## src/rtl/clk_div_pkg.sv

```systemverilog
// Shared constants and per-channel state record for the clock divider bank.
package clk_div_pkg;

    localparam int unsigned CW_DEF      = 16;
    localparam int unsigned DIV_RST_DEF = 16;
    localparam int unsigned ST_W        = 32;

    // Fields sized for the widest supported counter; narrower builds zero-extend.
    typedef struct packed {
        logic [ST_W-1:0] cnt;
        logic [ST_W-1:0] div_a;
        logic [ST_W-1:0] high_a;
        logic [ST_W-1:0] div_s;
        logic [ST_W-1:0] high_s;
        logic            pend;
    } chan_st_t;

    function automatic chan_st_t chan_reset(input int unsigned div_rst);
        chan_st_t st;
        st.cnt    = '0;
        st.div_a  = ST_W'(div_rst);
        st.high_a = ST_W'(div_rst / 2);
        st.div_s  = ST_W'(div_rst);
        st.high_s = ST_W'(div_rst / 2);
        st.pend   = 1'b0;
        return st;
    endfunction

endpackage

```

## src/rtl/clk_div_chan.sv

```systemverilog
// One divider channel: period counter, shadowed period/high-time, glitch-free apply.
// Optional period-start strobe when CLK_DIV_TICK_EN is defined.
module clk_div_chan
    import clk_div_pkg::*;
#(
    parameter int unsigned CW      = CW_DEF,
    parameter int unsigned DIV_RST = DIV_RST_DEF
) (
    input  logic          clkin,
    input  logic          rst,
    input  logic          en,
    input  logic          wr,
    input  logic [CW-1:0] wr_div,
    input  logic [CW-1:0] wr_high,
    output logic          pend,
`ifdef CLK_DIV_TICK_EN
    output logic          tick,
`endif
    output logic          clkout
);

    chan_st_t st;
    logic     run;
    logic     wrap_c;

    assign pend   = st.pend;
    assign wrap_c = (st.cnt == st.div_a - ST_W'(1));

    always_ff @(posedge clkin) begin
        if (rst) begin
            st     <= chan_reset(DIV_RST);
            run    <= 1'b0;
            clkout <= 1'b0;
        end else begin
            if (!en) begin
                st.cnt <= '0;
                run    <= 1'b0;
                clkout <= 1'b0;
                if (st.pend) begin
                    st.div_a  <= st.div_s;
                    st.high_a <= st.high_s;
                    st.pend   <= 1'b0;
                end
            end else if (!run) begin
                run    <= 1'b1;
                st.cnt <= '0;
                clkout <= (st.high_a != '0);
            end else if (wrap_c) begin
                // New period takes effect on the wrap edge itself
                st.cnt <= '0;
                if (st.pend) begin
                    st.div_a  <= st.div_s;
                    st.high_a <= st.high_s;
                    st.pend   <= 1'b0;
                    clkout    <= (st.high_s != '0);
                end else begin
                    clkout <= (st.high_a != '0);
                end
            end else begin
                st.cnt <= st.cnt + ST_W'(1);
                clkout <= ((st.cnt + ST_W'(1)) < st.high_a);
            end

            if (wr) begin
                st.div_s  <= ST_W'(wr_div);
                st.high_s <= ST_W'(wr_high);
                st.pend   <= 1'b1;
            end
        end
    end

`ifdef CLK_DIV_TICK_EN
    always_ff @(posedge clkin) begin
        if (rst) begin
            tick <= 1'b0;
        end else begin
            tick <= en && (!run || wrap_c);
        end
    end
`endif

endmodule

```

## src/rtl/clk_div_bank.sv

```systemverilog
// Bank of CH clock dividers with a shared valid/ready reconfiguration port.
// Define CLK_DIV_TICK_EN to add the per-channel period-start tick output.
module clk_div_bank
    import clk_div_pkg::*;
#(
    parameter  int unsigned CH      = 2,
    parameter  int unsigned CW      = CW_DEF,
    parameter  int unsigned DIV_RST = DIV_RST_DEF,
    localparam int unsigned CHW     = (CH > 1) ? $clog2(CH) : 1
) (
    input  logic           clkin,
    input  logic           rst,
    input  logic [CH-1:0]  ch_en,
    input  logic           cfg_valid,
    output logic           cfg_ready,
    input  logic [CHW-1:0] cfg_ch,
    input  logic [CW-1:0]  cfg_div,
    input  logic [CW-1:0]  cfg_high,
    output logic           cfg_err,
`ifdef CLK_DIV_TICK_EN
    output logic [CH-1:0]  tick,
`endif
    output logic [CH-1:0]  clkout
);

    logic [CH-1:0] pend;
    logic [CH-1:0] wr_c;
    logic          sel_pend_c;
    logic          bad_c;
    logic          acc_c;

    // Out-of-range channels never block; they are accepted and rejected
    always_comb begin
        sel_pend_c = 1'b0;
        for (int unsigned i = 0; i < CH; i++) begin
            if (cfg_ch == CHW'(i)) sel_pend_c = pend[i];
        end
    end

    assign cfg_ready = !rst && !sel_pend_c;
    assign acc_c     = cfg_valid && cfg_ready;
    assign bad_c     = (cfg_div < CW'(2)) || (32'(cfg_ch) >= CH);

    always_ff @(posedge clkin) begin
        if (rst) begin
            cfg_err <= 1'b0;
        end else begin
            cfg_err <= acc_c && bad_c;
        end
    end

    for (genvar g = 0; g < CH; g++) begin : g_chan
        assign wr_c[g] = acc_c && !bad_c && (cfg_ch == CHW'(g));

        clk_div_chan #(
            .CW      (CW),
            .DIV_RST (DIV_RST)
        ) u_chan (
            .clkin   (clkin),
            .rst     (rst),
            .en      (ch_en[g]),
            .wr      (wr_c[g]),
            .wr_div  (cfg_div),
            .wr_high (cfg_high),
            .pend    (pend[g]),
`ifdef CLK_DIV_TICK_EN
            .tick    (tick[g]),
`endif
            .clkout  (clkout[g])
        );
    end

endmodule

```

## config.mk

```make
export PLATFORM = sky130hd
export DESIGN_NAME = clk_div_bank
export DESIGN_NICKNAME = d
export VERILOG_FILES = /design/src/rtl/clk_div_pkg.sv /design/src/rtl/clk_div_chan.sv /design/src/rtl/clk_div_bank.sv
export SDC_FILE = /design/constraint.sdc
export NUM_CORES = 1
export LEC_CHECK = 0
export ABC_AREA = 1
export BUFFER_PORTS_ARGS = -buffer_cell sky130_fd_sc_hd__buf_2
export CAP_MARGIN = 15
export CORE_MARGIN = 2
export CORE_UTILIZATION = 53
export CTS_CLUSTER_DIAMETER = 50
export DETAILED_ROUTE_END_ITERATION = 10
export PLACE_DENSITY = 0.73
export SYNTH_ARGS = -nofsm -noshare
export SYNTH_HDL_FRONTEND = slang
export SYNTH_SLANG_ARGS = --single-unit
```

## constraint.sdc

```tcl
create_clock -name clkin -period 2.9 [get_ports clkin]
set_clock_uncertainty 0.2 [all_clocks]
set_input_delay 0.87 -clock clkin [delete_from_list [all_inputs] [get_ports clkin]]
set_output_delay 0.87 -clock clkin [all_outputs]
set_load 0.01 [all_outputs]
```

==> run summary <==
- finished, violations left — outcome
- setup timing — violated checks
- 11560 — via count of the first global-routing pass
- sky130_fd_sc_hd__dfxtp_1 — flip-flop cell with the highest count after synthesis
- 0.213 — fraction of layout cells with a size suffix above 1
- 17 — number of buffers created by CTS
- 451 x sky130_fd_sc_hd__nand2_1, 262 x sky130_fd_sc_hd__nor2_1, 259 x sky130_fd_sc_hd__inv_1 — commonest cells after routing, fill and taps aside
- 1773 — Filler Cell Count
- 42 — number of placed I/O pins
- 6.79 nW — leakage power total
- 0 — Congestion Overflow GR
- 199 — Num Clock Sinks
- 154 µm — Vert. Die Dim
- -10030 ps — aggregate negative setup slack
- 0 — Max Cap Violations
- 2 — maximum buffer depth of the clock tree
- 0 — Final ANT Viol Nets
- 0.393 — worst relative slew slack
- 26.2 mm — Detail Placement HPWL
- 0.136 — combinational share of power
- 0.00186 W — net switching power figure
- 340 ps — longest individual stage delay on the worst path
- flop — category of the worst setup path capture point
- sky130_fd_sc_hd__nand2_1 — leading cell type in the layout, fill and taps excluded
- simple AND/OR/NAND/NOR gates — Crit path max-delay family
- sky130_fd_sc_hd__dfxtp_1 — cell accounting for the most synthesized area
- 6.27 µm² — Synth Area per Inst
- 0 — Max Transition Viols Final
- 13122 — vias
- 0 — endpoints failing hold
- 0.974 — final weighted congestion of routability-driven global placement
- -175 ps — Final WS setup
- 5.54 — number of vias per cell
- 54 — Std-Cell Rows
- nor2_4, nand2_2, inv_2, nand2_2, nor3_2, ha_1, nand2_1, inv_1, nor2_1, nand2_1, nor2_2, nand2_1, nor2_1, nand2_1, nor2_1, nand2_1, nor2_4, nand4_4, nand2_8, buf_12, nand3_1, nand2_1, nor2_1 — CP Cell Sequence
- 11900 µm² — synthesized area
- 3040 ps — worst path required time
- 0.401 — part of the total power dissipated in the clock network
- 0 — number of synthesized flops with an enable pin
- 0.000382 V — maximum vdd ir drop
- 450 ps — insertion delay to the later sink of the worst-skew pair
- 0 — number of DRC violations after detailed routing
- 39 — count of cell types in the netlist
- 199 — total of flip-flops plus latches after synthesis
- 1977 — total nets after synthesis
- 1.06 — final period utilization
- 2297 — cell count after placement
- 6 — iteration count of the initial detailed-routing pass
- 3210 ps — crit path DAT
- 0.334 — share of synthesized area occupied by flip-flops and latches
- 0.543 — starting utilization of the core area
- 0.303 — net switching share of the total power
- 15300 µm² — final design area excluding fillers
- 130 — # setup viols final
- 3080 ps — time the final worst path needs with I/O delays and setup
- 154 µm — Die Span X
- 2151 — number of nets in the finished design
- 58.3 mm — first-pass GRT wire length
- 39.1 mm — Total Routed Length
- 23700 µm² — Die Outline Area
- sky130_fd_sc_hd__dfxtp_1 33%, sky130_fd_sc_hd__nand2_1 15%, sky130_fd_sc_hd__nor2_1 9.4% — largest cells by area after synthesis
- 263 ps — final hold slack
- 13200 µm² — Placement Cell Area
- reg -> reg — critical setup path kind
- 0 — share of async-settable or async-resettable flops after synthesis
- built — clock tree from TritonCTS
- 90 ps — CTS clk-pin slew, worst paths
- 16.5 µm — average wire per standard cell
- 41 — count of input and output buffers
- 8 — highest fanout seen on the critical path
- sky130_fd_sc_hd__nand2_1 — most frequent CP cell
- 0 — # hold bufs at CTS
- 0.463 — part of the total power dissipated in sequential elements
- 1903 — number of standard cells after synthesis
- 1 — antenna violations before repair
- 325 MHz — max frequency
- 3 — buffers plus inverters on the worst setup path
- 403 nW/µm² — power density over the cells
- -180 ps — r2r setup slk
- 2370 — count of placed standard cells in the final layout, fillers left out
- 4 — Max H-tree Level
- 27.9% — Synth-to-Final Area Change
- 1233 — detailed router's first-iteration violation count
- yes — RSZ-0062 raised after global routing
- 0.334 — top-area cell type share of the netlist area
- 129 — largest net degree at the start of global routing
- 22000 µm² — Core Box Area
- 910 ps — Slew @ Worst Pin
- sky130_fd_sc_hd__clkbuf_16 — root buffer cell
- 0.305 — GRT Overall Usage
- flop — critical path startpoint category
- reg -> reg — class of the tightest hold or removal check
- sky130_fd_sc_hd__dfxtp_2 — Critical-path top delay cell
- 0 — yosys synthesis warning count
- 0.00429 W — internal cell power
[power groups by stage]
stage | logic, W | clock network, W | registers (W)
detailed placement | 0.000692 | 0 | 0.00291
global route | 0.000918 | 0.00258 | 0.00285
CTS | 0.000739 | 0.00245 | 0.00285
finish | 0.000839 | 0.00247 | 0.00285
floorplan | 0.000461 | 0 | 0.00290
global placement | 0.000685 | 0 | 0.00290
[routing by layer]
layer | GRT usage | part of all wire
met1 | 0.422 | 0.43
met2 | 0.494 | 0.47
met3 | 0.0459 | 0.076
met4 | 0.0881 | 0.029
met5 | 0 | 0
[tightest hold or removal path, stage by stage (launching register included)]
cell                      delay [ps]
sky130_fd_sc_hd__dfxtp_1         310
sky130_fd_sc_hd__inv_1            60
sky130_fd_sc_hd__a21oi_1          60
[cell families (layout without fill, tap and decap cells)]
| logic type | Yosys count | in the layout | share of synthesized area |
|---|---|---|---|
| and+or+nand+nor | 1040 | 1047 | 0.374 |
| buffers and inverters | 333 | 512 | 0.114 |
| AOI/OAI and AO/OA | 247 | 247 | 0.104 |
| DFF | 199 | 199 | 0.334 |
| xor gates and xnor gates | 48 | 48 | 0.0352 |
| adders and majority gates | 36 | 36 | 0.0378 |
| other | 0 | 1 | 0 |
[synthesized netlist by cell type, types with 9 or more instances]
library cell / instances
sky130_fd_sc_hd__a21oi_1: 157
sky130_fd_sc_hd__buf_6: 12
sky130_fd_sc_hd__clkbuf_1: 35
sky130_fd_sc_hd__dfxtp_1: 199
sky130_fd_sc_hd__ha_1: 36
sky130_fd_sc_hd__inv_1: 267
sky130_fd_sc_hd__nand2_1: 472
sky130_fd_sc_hd__nand3_1: 171
sky130_fd_sc_hd__nand3b_1: 9
sky130_fd_sc_hd__nand4_1: 35
sky130_fd_sc_hd__nor2_1: 298
sky130_fd_sc_hd__nor3_1: 11
sky130_fd_sc_hd__nor4_1: 12
sky130_fd_sc_hd__o21ai_0: 85
sky130_fd_sc_hd__xnor2_1: 13
sky130_fd_sc_hd__xor2_1: 35
[through the flow]
stage | util | worst slack [ps] | power, W
CTS | 0.649 | -97.4 | 0.00604
floorplan | - | 106 | 0.00337
detailed placement | 0.603 | -238 | 0.00360
global placement | 0.603 | -182 | 0.00359
global route | 0.695 | -405 | 0.00635
finish | 0.695 | -175 | 0.00615
[layout make-up]
class                           count  area [µm²]  share of cell area
Inverter                          270        1020              0.0668
Multi-Input combinational cell   1378        7430               0.487
Timing Repair Buffer              211        1830               0.120
Sequential cell                   199        4020               0.263
Clock buffer                       17         425              0.0279
Tap cell                          280         350              0.0230
Clock inverter                     14         180              0.0118
Antenna cell                        1        2.50            0.000164
[worst paths after layout]
kind                                           endpoint                                  start  cells after the start
setup / recovery  g_chan[0].u_chan.st[100]$_SDFFE_PP0P_  g_chan[0].u_chan.st[100]$_SDFFE_PP0P_                     23
setup reg to reg  g_chan[0].u_chan.st[100]$_SDFFE_PP0P_  g_chan[0].u_chan.st[100]$_SDFFE_PP0P_                     23
hold reg to reg    g_chan[1].u_chan.st[34]$_SDFFE_PP0P_   g_chan[1].u_chan.st[34]$_SDFFE_PP0P_                      2
hold / removal     g_chan[1].u_chan.st[34]$_SDFFE_PP0P_   g_chan[1].u_chan.st[34]$_SDFFE_PP0P_                      2
[registers in the layout, indices dropped and copies added, names as in the netlist]
register / cells
g_chan.u_chan.st: 192
g_chan.u_chan.clkout: 2
g_chan.u_chan.run: 2
cfg_err: 1
g_chan.u_chan.pend: 2
[what timing repair did]
| item | CTS | global route |
|---|---|---|
| pin swaps | 33 | 71 |
| setup endpoints to repair | 90 | 132 |
| buffers inserted | 9 | 18 |
| cloned | 6 | 13 |
| gates resized for setup | 54 | 172 |
No activity file was read; power rests on OpenSTA's default activity.
